### config.mk
export PLATFORM = sky130hd
export DESIGN_NAME = pipe_hazard_ctrl
export DESIGN_NICKNAME = d
export VERILOG_FILES = /design/src/rtl/pipe_hazard_ctrl.sv
export SDC_FILE = /design/constraint.sdc
export NUM_CORES = 1
export LEC_CHECK = 0
export BUFFER_PORTS_ARGS = -buffer_cell sky130_fd_sc_hd__buf_2
export CORE_MARGIN = 5
export CORE_UTILIZATION = 52
export DETAILED_ROUTE_END_ITERATION = 7
export PLACE_DENSITY = 0.95
export SETUP_SLACK_MARGIN = 0.5
export SYNTH_ARGS = -nofsm -noshare
export SYNTH_HDL_FRONTEND = slang
export SYNTH_SLANG_ARGS = --single-unit
### constraint.sdc
create_clock -name clk -period 4.3 [get_ports clk]
set_clock_uncertainty 0.15 [all_clocks]
set_input_delay 0.215 -clock clk [delete_from_list [all_inputs] [get_ports clk]]
set_output_delay 0.215 -clock clk [all_outputs]
set_load 0.05 [all_outputs]
### src/rtl/pipe_hazard_ctrl.sv
// pipe_hazard_ctrl
//   Hazard controller for the 5-stage LEGv8 pipeline. It looks at the
//   IF/ID, ID/EX, EX/MEM and MEM/WB register outputs and drives their load
//   enables, bubbles and flushes. It also picks the EX operand forwarding
//   sources and keeps saturating stall and flush counters.
//
//   Hazards resolved, highest priority first:
//     taken-branch flush  >  multiply occupancy of EX  >  load-use stall
//
// Ports
//   clk, reset (sync, active-low)
//   id_*_i        source registers and use flags of the instruction in ID
//   ex_*_i        source/dest registers and control of the instruction in EX
//   mem_*_i       EX/MEM RegWrite and Rw; branch-taken from MEM
//   wb_*_i        MEM/WB RegWrite and Rw
//   *_write_o     PC, IF/ID and ID/EX load enables
//   *_bubble_o    zero the control fields entering ID/EX or EX/MEM
//   flush_*_o     clear a pipeline register on the next edge
//   fwd_a/b_o     00 regfile, 10 EX/MEM, 01 MEM/WB
//   busy_state_o  00 RUN, 01 MUL
//   stall_cnt_o   cycles with pc_write_o=0 (saturating)
//   flush_cnt_o   taken-branch flushes (saturating)
module pipe_hazard_ctrl #(
    parameter int MULT_LAT = 4,
    parameter int CNT_W    = 16
) (
    input  logic             clk,
    input  logic             reset,
    input  logic [4:0]       id_rn_i,
    input  logic [4:0]       id_rm_i,
    input  logic             id_use_rn_i,
    input  logic             id_use_rm_i,
    input  logic [4:0]       ex_rn_i,
    input  logic [4:0]       ex_rm_i,
    input  logic             ex_memread_i,
    input  logic             ex_mult_i,
    input  logic [4:0]       ex_rw_i,
    input  logic             mem_regwrite_i,
    input  logic [4:0]       mem_rw_i,
    input  logic             wb_regwrite_i,
    input  logic [4:0]       wb_rw_i,
    input  logic             mem_br_taken_i,
    output logic             pc_write_o,
    output logic             if_id_write_o,
    output logic             id_ex_write_o,
    output logic             id_ex_bubble_o,
    output logic             ex_mem_bubble_o,
    output logic             flush_if_id_o,
    output logic             flush_id_ex_o,
    output logic             flush_ex_mem_o,
    output logic [1:0]       fwd_a_o,
    output logic [1:0]       fwd_b_o,
    output logic [1:0]       busy_state_o,
    output logic [CNT_W-1:0] stall_cnt_o,
    output logic [CNT_W-1:0] flush_cnt_o
);

    localparam int MW = $clog2(MULT_LAT) + 1;
    localparam logic [4:0] XZR = 5'd31;

    typedef enum logic [1:0] {RUN = 2'b00, MUL = 2'b01} state_t;

    state_t          state_q;
    logic [MW-1:0]   mul_cnt_q;
    logic [CNT_W-1:0] stall_cnt_q, flush_cnt_q;

    logic load_use, mul_busy;

    // X31 reads as zero and is never written, so it never produces a hazard.
    assign load_use = ex_memread_i && (ex_rw_i != XZR) &&
                      ((id_use_rn_i && (id_rn_i == ex_rw_i)) ||
                       (id_use_rm_i && (id_rm_i == ex_rw_i)));

    // A multiply occupies EX from the cycle it is first seen in RUN.
    assign mul_busy = (state_q == MUL) || ex_mult_i;

    function automatic logic [1:0] fwd_sel(input logic [4:0] src,
                                           input logic mwe, input logic [4:0] mrw,
                                           input logic wwe, input logic [4:0] wrw);
        if (mwe && mrw != XZR && mrw == src)      return 2'b10;
        else if (wwe && wrw != XZR && wrw == src) return 2'b01;
        else                                      return 2'b00;
    endfunction

    always_comb begin
        pc_write_o      = 1'b0;
        if_id_write_o   = 1'b0;
        id_ex_write_o   = 1'b0;
        id_ex_bubble_o  = 1'b0;
        ex_mem_bubble_o = 1'b0;
        flush_if_id_o   = 1'b0;
        flush_id_ex_o   = 1'b0;
        flush_ex_mem_o  = 1'b0;
        fwd_a_o         = 2'b00;
        fwd_b_o         = 2'b00;
        if (reset) begin
            pc_write_o    = 1'b1;
            if_id_write_o = 1'b1;
            id_ex_write_o = 1'b1;
            fwd_a_o = fwd_sel(ex_rn_i, mem_regwrite_i, mem_rw_i, wb_regwrite_i, wb_rw_i);
            fwd_b_o = fwd_sel(ex_rm_i, mem_regwrite_i, mem_rw_i, wb_regwrite_i, wb_rw_i);
            if (mem_br_taken_i) begin
                flush_if_id_o  = 1'b1;
                flush_id_ex_o  = 1'b1;
                flush_ex_mem_o = 1'b1;
            end else if (mul_busy) begin
                pc_write_o      = 1'b0;
                if_id_write_o   = 1'b0;
                id_ex_write_o   = 1'b0;
                ex_mem_bubble_o = 1'b1;
            end else if (load_use) begin
                // The load moves on to MEM, so one bubble clears the hazard.
                pc_write_o     = 1'b0;
                if_id_write_o  = 1'b0;
                id_ex_bubble_o = 1'b1;
            end
        end
    end

    always_ff @(posedge clk) begin
        if (!reset) begin
            state_q     <= RUN;
            mul_cnt_q   <= '0;
            stall_cnt_q <= '0;
            flush_cnt_q <= '0;
        end else begin
            if (mem_br_taken_i) begin
                // Anything in EX is younger than the branch, so abort it.
                state_q   <= RUN;
                mul_cnt_q <= '0;
                if (flush_cnt_q != '1) flush_cnt_q <= flush_cnt_q + 1'b1;
            end else if (state_q == RUN) begin
                if (ex_mult_i) begin
                    state_q   <= MUL;
                    mul_cnt_q <= MW'(MULT_LAT - 1);
                end
            end else begin
                mul_cnt_q <= mul_cnt_q - 1'b1;
                if (mul_cnt_q == MW'(1)) state_q <= RUN;
            end
            if (!pc_write_o && stall_cnt_q != '1) stall_cnt_q <= stall_cnt_q + 1'b1;
        end
    end

    assign busy_state_o = state_q;
    assign stall_cnt_o  = stall_cnt_q;
    assign flush_cnt_o  = flush_cnt_q;

endmodule

==> results.txt <==
Post-synthesis area per instance: 8.340 µm²
DP HPWL: 4616 µm
Mapped Nets: 314
Synthesized cell area: 2218 µm²
DIE AREA: 5672 µm²
DRT iter0 DRCs: 247
Sequential area share after synthesis: 0.3249
FP Rows: 23
Ranking of synthesized cells by area: dfxtp_1, xor2_1, xnor2_1, nand3_1, nor2_1
CTS resizes: 0
First-pass GRT wire length: 9901 µm
PwrDens: 267.6 nW/µm²
Count of final hold-check violations: 0
CP max FO: 12
Slew headroom: 0.3331
Core area: 4058 µm²
Yosys top cell area share: 0.3249
I/O Buffers: 88
Achievable Freq: 0.3907 GHz
Drt pass-1 iters: 4
DRC errors left: 0
CTS max path bufs: 2
Ys Warns: 0
Setup TNS: 0 ps
Ant. Diodes: 0
Vias: 2286
Num CTS Buffers: 5
Worst min-delay path category: input pin to flop
Clk Latency, worst-skew pair: 290 ps
Final Wtd Congestion: 0.8794
Total power: 0.7345 mW
Crit path required time: 4290 ps
Number of global-route vias before repair: 2273
Cell internal pwr: 0.5168 mW
Avg WL per Cell: 14.82 µm
CTS tree: done
Pin count of the biggest net entering global routing: 27
Fillers: 301
Clock sink count: 36
Logic pwr share: 0.188
Async SR Flop Fraction: 0
Routed Wire Length: 5929 µm
Clock root cell: clkbuf_8
Yosys reg bits: 36
Crit path arrival time: 2550 ps
GR Util All Layers: 0.2236
Die Height: 75.32 µm
Post-layout util: 0.6765
Layout area overhead: 23.74%
Post-layout minimum cycle time: 2560 ps
Initial antenna violation count: 0
Post-route ant nets: 0
Gate Count Post-Synth: 266
Slew @ Worst Pin: 992.8 ps
Initial Utilization: 0.5467
Net Sw Frac: 0.2963
Share of layout cells above drive strength 1: 0.2886
Yosys cell types: 41
Tcrit/Tclk final: 0.5953
CTS clk-pin slew, worst paths: 70 ps
CP Capture Type: flop
RSZ-0062 raised after global routing: no
Clock Power Share: 0.340
Setup bufs post-CTS: 0
Number of flops mapped to enable cells by yosys: 0
# setup viols final: 0
Final slew viol count: 0
Cts hold-fix bufs: 0
Status: completed
VDD IR max: 0.0001551 V
Congestion Overflow GR: 0
Post-layout net count: 397
Die W: 75.32 µm
# IOs: 90
Vias per cell: 5.715
H-tree depth: 2
P_leak: 1.216 nW
Net Sw Power: 0.2177 mW
Cell taking the most area after synthesis: dfxtp_1
Startpoint types: flop
Max cap viols: 0
Post-synth top flop: dfxtp_1
Sequential share of power: 0.472
Worst setup path class: flop to flop
-- through the flow --
stage          area, µm²  instances  hold slack [ps]  worst slack, ps
4_1_cts             2745        400            142.6             1781
2_1_floorplan       2218        266            270.4             1224
3_3_place_gp        2653        392            326.0             1873
5_1_grt             2745        400            140.9             1543
6_report            2745        400            140.1             1740
3_5_place_dp        2653        392            336.9             1810
-- cells by family (layout without fill, tap and decap cells) --
family          after synthesis  after routing  synth area share
simple gates                117            117            0.2854
xor+xnor                     43             43            0.1698
compound gates               39             39            0.1241
flops                        36             36            0.3249
buf+inv                      21            105           0.04907
mux                           5              5           0.02256
fa+ha+maj                     4              4           0.02256
other cells                   1              1          0.001690
-- registers in the layout, indices dropped and copies added, names as in the netlist --
signal and cells:
busy_state_o 1, stall_cnt_o 16, mul_cnt_q 3, flush_cnt_o 16
-- metal layers --
metal / global-route usage / wire (µm) / vias to the layer above
met2: 0.3873 / 3057 / 95
li1: - / - / 1124
met4: 0.09515 / 157 / 0
met5: 0 / 0 / -
met1: 0.2439 / 2183 / 1048
met3: 0.08443 / 531 / 19
-- cell type report --
| type | instances | area (µm²) | area share |
|---|---|---|---|
| multi-input combinational | 209 | 1389 | 0.5059 |
| sequential | 36 | 720.7 | 0.2625 |
| timing repair buffer | 89 | 447.9 | 0.1632 |
| clock buffer | 6 | 82.58 | 0.03008 |
| tap | 50 | 62.56 | 0.02279 |
| inverter | 8 | 32.53 | 0.01185 |
| clock inverter | 2 | 10.01 | 0.003646 |
-- worst max-delay path, cell delays in order (launching register included) --
cell,delay [ps]
dfxtp_1,450
and3_1,260
nand3_1,200
nor3_1,850
buf_4,310
or4_1,120
a21oi_1,60
-- worst paths after layout --
kind | startpoint | to | slack (ps) | depth (start not counted)
worst max-delay path | stall_cnt_o[2] | stall_cnt_o[3] | 1740 | 6
worst max register to register | stall_cnt_o[2] | stall_cnt_o[3] | 1740 | 6
worst min register to register | stall_cnt_o[4] | stall_cnt_o[4] | 350 | 2
worst min-delay path | ex_mult_i | mul_cnt_q[0] | 140 | 3
-- layout by cell type, fill, tap and decap left out, types with 2 or more instances in the layout --
cell	netlist	layout
a211oi_1	3	3
a21oi_1	13	13
and2_1	6	6
and3_1	5	5
and4_1	3	3
buf_2	4	88
clkbuf_8	0	6
clkinv_2	0	2
dfxtp_1	36	36
ha_1	4	4
inv_1	7	7
mux2i_1	5	5
nand2_1	18	18
nand2b_1	5	5
nand3_1	20	20
nand4_1	10	10
nor2_1	23	23
nor3_1	4	4
nor4_1	4	4
nor4b_1	2	2
o211a_1	2	2
o21ai_0	4	4
o31ai_1	7	7
o41ai_1	3	3
or3_1	4	4
or4_1	10	10
xnor2_1	20	20
xor2_1	23	23
-- synthesized netlist by cell type (2+ instances only) --
cell type,count
dfxtp_1,36
nor2_1,23
xor2_1,23
nand3_1,20
xnor2_1,20
nand2_1,18
a21oi_1,13
nand4_1,10
or4_1,10
inv_1,7
o31ai_1,7
and2_1,6
and3_1,5
mux2i_1,5
nand2b_1,5
buf_2,4
buf_4,4
clkbuf_1,4
ha_1,4
nor3_1,4
nor4_1,4
o21ai_0,4
or3_1,4
a211oi_1,3
and4_1,3
o41ai_1,3
nor4b_1,2
o211a_1,2
-- power by group through the flow --
stage | Sequential (mW) | Combinational [mW] | Clock (mW)
4_1_cts | 0.347 | 0.139 | 0.253
6_report | 0.347 | 0.138 | 0.249
3_5_place_dp | 0.354 | 0.139 | 0
2_1_floorplan | 0.368 | 0.0780 | 0
5_1_grt | 0.348 | 0.151 | 0.276
3_3_place_gp | 0.354 | 0.133 | 0
(Power assumes the default switching activity.)
